===== src/rtl/instr_fetch_unit.sv =====
// Instruction fetch sequencer: fetches from internal imem, holds each word for
// HOLD_CYCLES cycles, then advances PC. Define IFU_BRANCH_EN to enable j/beq.
module instr_fetch_unit #(
  parameter int unsigned HOLD_CYCLES = 4,
  parameter int unsigned IMEM_AW     = 6
) (
  input  logic               clk,
  input  logic               rst,
  input  logic               start,
  input  logic               load_we,
  input  logic [IMEM_AW-1:0] load_addr,
  input  logic [31:0]        load_data,
  input  logic               br_eq,
  output logic [31:0]        instrword,
  output logic               newinstr,
  output logic [31:0]        pc,
  output logic               busy,
  output logic               halt
);

  typedef enum logic [1:0] {IDLE, FETCH, HOLD, HALT} state_t;

  state_t             state, state_next;
  logic [3:0]         hold_cnt;
  logic [31:0]        imem [0:(1<<IMEM_AW)-1];
  logic [31:0]        pc_plus4;
  logic [31:0]        pc_next;
  logic               last_hold;
  logic               halt_word;
  logic               mem_wr;
  logic [IMEM_AW-1:0] fetch_idx;

  assign pc_plus4  = pc + 32'd4;
  assign last_hold = (state == HOLD) && (hold_cnt == 4'(HOLD_CYCLES - 1));
  assign halt_word = (instrword == '1);
  assign mem_wr    = load_we && ((state == IDLE) || (state == HALT));
  assign fetch_idx = pc[IMEM_AW+1:2];

`ifdef IFU_BRANCH_EN
  always_comb begin
    pc_next = pc_plus4;
    case (instrword[31:26])
      6'd2: pc_next = {pc_plus4[31:28], instrword[25:0], 2'b00};
      6'd4: if (br_eq) pc_next = pc_plus4 + {{14{instrword[15]}}, instrword[15:0], 2'b00};
      default: ;
    endcase
  end
`else
  logic unused_br_eq;
  assign unused_br_eq = br_eq;
  assign pc_next      = pc_plus4;
`endif

  always_ff @(posedge clk) begin
    if (!rst) state <= IDLE;
    else      state <= state_next;
  end

  always_comb begin
    state_next = state;
    case (state)
      IDLE:    if (start) state_next = FETCH;
      FETCH:   state_next = HOLD;
      HOLD:    if (last_hold) state_next = halt_word ? HALT : FETCH;
      HALT:    state_next = HALT;
      default: state_next = IDLE;
    endcase
  end

  always_comb begin
    busy = (state == FETCH) || (state == HOLD);
    halt = (state == HALT);
  end

  always_ff @(posedge clk) begin
    if (!rst) begin
      pc        <= '0;
      instrword <= '0;
      newinstr  <= 1'b0;
      hold_cnt  <= '0;
    end else begin
      newinstr <= 1'b0;
      case (state)
        FETCH: begin
          instrword <= imem[fetch_idx];
          newinstr  <= 1'b1;
          hold_cnt  <= '0;
        end
        HOLD: begin
          hold_cnt <= hold_cnt + 4'd1;
          // halt marker keeps pc on the halting instruction
          if (last_hold && !halt_word) pc <= pc_next;
        end
        default: ;
      endcase
    end
  end

  // memory has no reset so contents survive rst
  always_ff @(posedge clk) begin
    if (rst && mem_wr) imem[load_addr] <= load_data;
  end

endmodule

===== config.mk =====
export PLATFORM = sky130hd
export DESIGN_NAME = instr_fetch_unit
export DESIGN_NICKNAME = d
export VERILOG_FILES = /design/src/rtl/instr_fetch_unit.sv
export SDC_FILE = /design/constraint.sdc
export NUM_CORES = 2
export LEC_CHECK = 0
export CELL_PAD_IN_SITES_DETAIL_PLACEMENT = 0
export CELL_PAD_IN_SITES_GLOBAL_PLACEMENT = 1
export CORE_ASPECT_RATIO = 0.6
export CORE_MARGIN = 1.5
export CORE_UTILIZATION = 50
export DETAILED_ROUTE_END_ITERATION = 6
export GPL_TIMING_DRIVEN = 0
export PLACE_DENSITY_LB_ADDON = 0.15
export SYNTH_ARGS = -nofsm -noshare
export SYNTH_HDL_FRONTEND = slang
export SYNTH_SLANG_ARGS = --single-unit

===== constraint.sdc =====
create_clock -name clk -period 3.2 [get_ports clk]
set_input_delay 0.48 -clock clk [delete_from_list [all_inputs] [get_ports clk]]
set_output_delay 0.48 -clock clk [all_outputs]
set_load 0.02 [all_outputs]

==> metrics.cfg <==
[global_route]
grt_pass1_vias = 41600
grt_pass1_wl_um = 348000
use_met3_pct = 8.21
grt_use_total_pct = 30.8
grt-ovfl-total = 0
grt_max_degree = 65
antenna_found_initial = 19
busiest_layer = met1
grt_util_met2_pct = 42.6
grt.met1_usage_pct = 48.6

[timing]
setup_viol = 1
rsz0062_at_grt = yes
fin_crit_ns = 3.21
hold_slack_ns = 0.0660
fmax_ghz = 0.311
fin_skew_ns = 0.0267
worstMarginPinSlew_ns = 1.14
slew_viol_final = 0
period_share_pct = 100
max_slew_margin_pct = 23.9
hold_violations = 0
fin_ws_ns = -0.0112

[cells_and_area]
nFillCells = 11600
layout_commonest_cell = edfxtp_1
nets = 4597
layout-drive-gt1-share_pct = 27.0
syn_to_final_growth_pct = 18.1
final_cell_mix = 2048 x edfxtp_1, 320 x mux4_2, 290 x mux2i_1
design_area_um2 = 96300

[clock_network]
cts_buffers = 195
insertion_delay_ns = 0.84
clock_sinks = 2117
cts_hold_buffers = 0
h-tree-depth = 4
clk_path_buf_depth = 4
cts_tree = done
root_buffer = clkbuf_16
path_clk_slew_ns = 0.07

[drt]
wl_per_cell_um = 37.4
drcViolationCount = 0
first_pass_iters = 5
vias_per_cell = 6.56
routed_wl_um = 256000
antenna_left = 0
drt-initial-drc-count = 7239
vias = 44900

[synthesis]
synth_cell_types = 54
ys_seq_area_share_pct = 77.1
synth_area_um2 = 81600
syn_avg_cell_area_um2 = 20.1
synth_top_area_share_pct = 75.4
synth_top_area_cell = edfxtp_1
yosys_most_used_dff = edfxtp_1
synth_area_leaders = edfxtp_1 75%, mux4_2 8.8%, mux2i_1 3.6%, dfxtp_1 1.7%, mux2_2 1.4%
synth-seq-cells = 2117
yosysWarnings = 0
synth_edf_count = 2048
synth_cells = 4065
ys_async_sr_fraction_pct = 0

[worst_hold_path]
hold_path.startpoint = load_data[12]
hold_class = input port to flip-flop

[worst_setup_path]
path_max_fanout = 10
worst_ep_required_time_ns = 3.90
critical_path_class = flip-flop to flip-flop
worstReg2RegStart = pc[5]
end_kind = flip-flop
startpoint_type = flip-flop
startpoint = pc[5]
worstPathArrival_ns = 3.91

[floorplan]
core_um2 = 162000
rows = 114
die_w_um = 525
io_pins = 110
fp.dieArea_um2 = 166000
initial_core_util_pct = 50.5
die_h_um = 316

[flow_run]
max_cap_violations = 0

[placed_design]
dp_hpwl_um = 174000
io_buffer_count = 103
dpl_cell_area_um2 = 87800
routabilityCongestion = 0.902

[pwr]
total_leakage_power_nw = 29.5
vdd_drop_max_uv = 558
powerDensity_nw_per_um2 = 584
p_total_mw = 56.3

[outcome]
violations = setup timing
status = finished, violations left

==> state kept, by name, summed over array words and instances (netlist names) <==
| register | cells |
|---|---|
| hold_cnt | 4 |
| newinstr | 1 |
| state | 2 |
| pc | 30 |
| instrword | 32 |
| imem | 2048 |
==> what timing repair did <==
item / 4_1_cts / 5_1_grt
endpoints found under the setup margin: 2086 / 1728
resized for setup: 277 / 131
buffers inserted: 78 / 12
pin swaps: 63 / 22
==> Yosys cell counts, drive strengths merged (5+ instances only) <==
cell,count
mux4,320
dfxtp,69
o31ai,8
a21oi,72
a311oi,31
nand3,35
a22o,13
nor2b,73
or3,5
buf,123
edfxtp,2048
a211oi,93
o221ai,44
nand4,16
o22ai,78
a211o,48
clkbuf,133
mux2,101
a22oi,32
nand2,84
nand3b,8
o21ai,37
a21o,33
mux2i,297
a32o,18
ha,7
a221oi,18
inv,12
o41ai,32
xnor2,8
nor2,117
a2111oi,5
nand2b,12
or4,7
==> kinds of logic (layout without fill, tap and decap cells) <==
family / count (synthesis) / count (layout) / synth area share [%]
AOI/OAI and AO/OA: 567 / 567 / 5.17
xor gates and xnor gates: 8 / 8 / 0.0859
adders and majority gates: 7 / 7 / 0.107
buffers and inverters: 268 / 898 / 1.44
DFF: 2117 / 2117 / 77.1
muxes: 718 / 718 / 13.9
other: 1 / 6 / 0.00460
and+or+nand+nor: 379 / 379 / 2.27
==> through the flow <==
step / instances / TNS (ns) / worst slack, ns / util (%)
after floorplan: 4066 / -524.78 / -0.299 / -
after global placement: 6315 / -6514.15 / -3.12 / 52.8
after detailed placement: 6411 / -1684.83 / -1.84 / 54.3
after CTS: 6832 / -40.63 / -0.207 / 59.3
after global routing: 6843 / -0.0525 / -0.0181 / 59.6
final: 6846 / -0.0112 / -0.0112 / 59.6
==> worst paths after layout <==
path	to	slack (ns)	depth (start not counted)
worst min register to register	pc[31]	0.49	2
worst max-delay path	instrword[7]	-0.01	8
worst min-delay path	imem[34][12]	0.07	1
worst max register to register	instrword[7]	-0.01	8
==> where the power goes <==
group | internal, mW | switching, mW
Clock | 12.5 | 10.1
Combinational | 0.820 | 2.02
Sequential | 30.6 | 0.204
==> metal layers <==
| layer | vias to the layer above | part of all wire, % |
|---|---|---|
| met5 | - | 0.014 |
| met1 | 23800 | 43 |
| met3 | 362 | 13 |
| li1 | 17900 | - |
| met4 | 6 | 2.6 |
| met2 | 2852 | 41 |
==> layout make-up <==
class / count / area (um2) / area share, %
Clock inverter: 94 / 707 / 0.734
Tap cell: 2146 / 2690 / 2.79
Multi-Input combinational cell: 1681 / 19100 / 19.8
Timing Repair Buffer: 289 / 4050 / 4.20
Antenna cell: 4 / 10.0 / 0.0104
Buffer: 251 / 1570 / 1.63
Inverter: 12 / 45.0 / 0.0468
Clock buffer: 252 / 5300 / 5.50
Sequential cell: 2117 / 62900 / 65.3
==> worst max-delay path, cell delays in order, from the launching register on <==
cell	delay, ns
dfxtp_1	0.40
buf_2	0.43
clkbuf_4	0.40
nor2_1	0.08
nand2_1	0.30
clkbuf_4	0.40
o41ai_2	0.18
a311oi_4	0.71
a21oi_1	0.15
(Power assumes the default switching activity.)
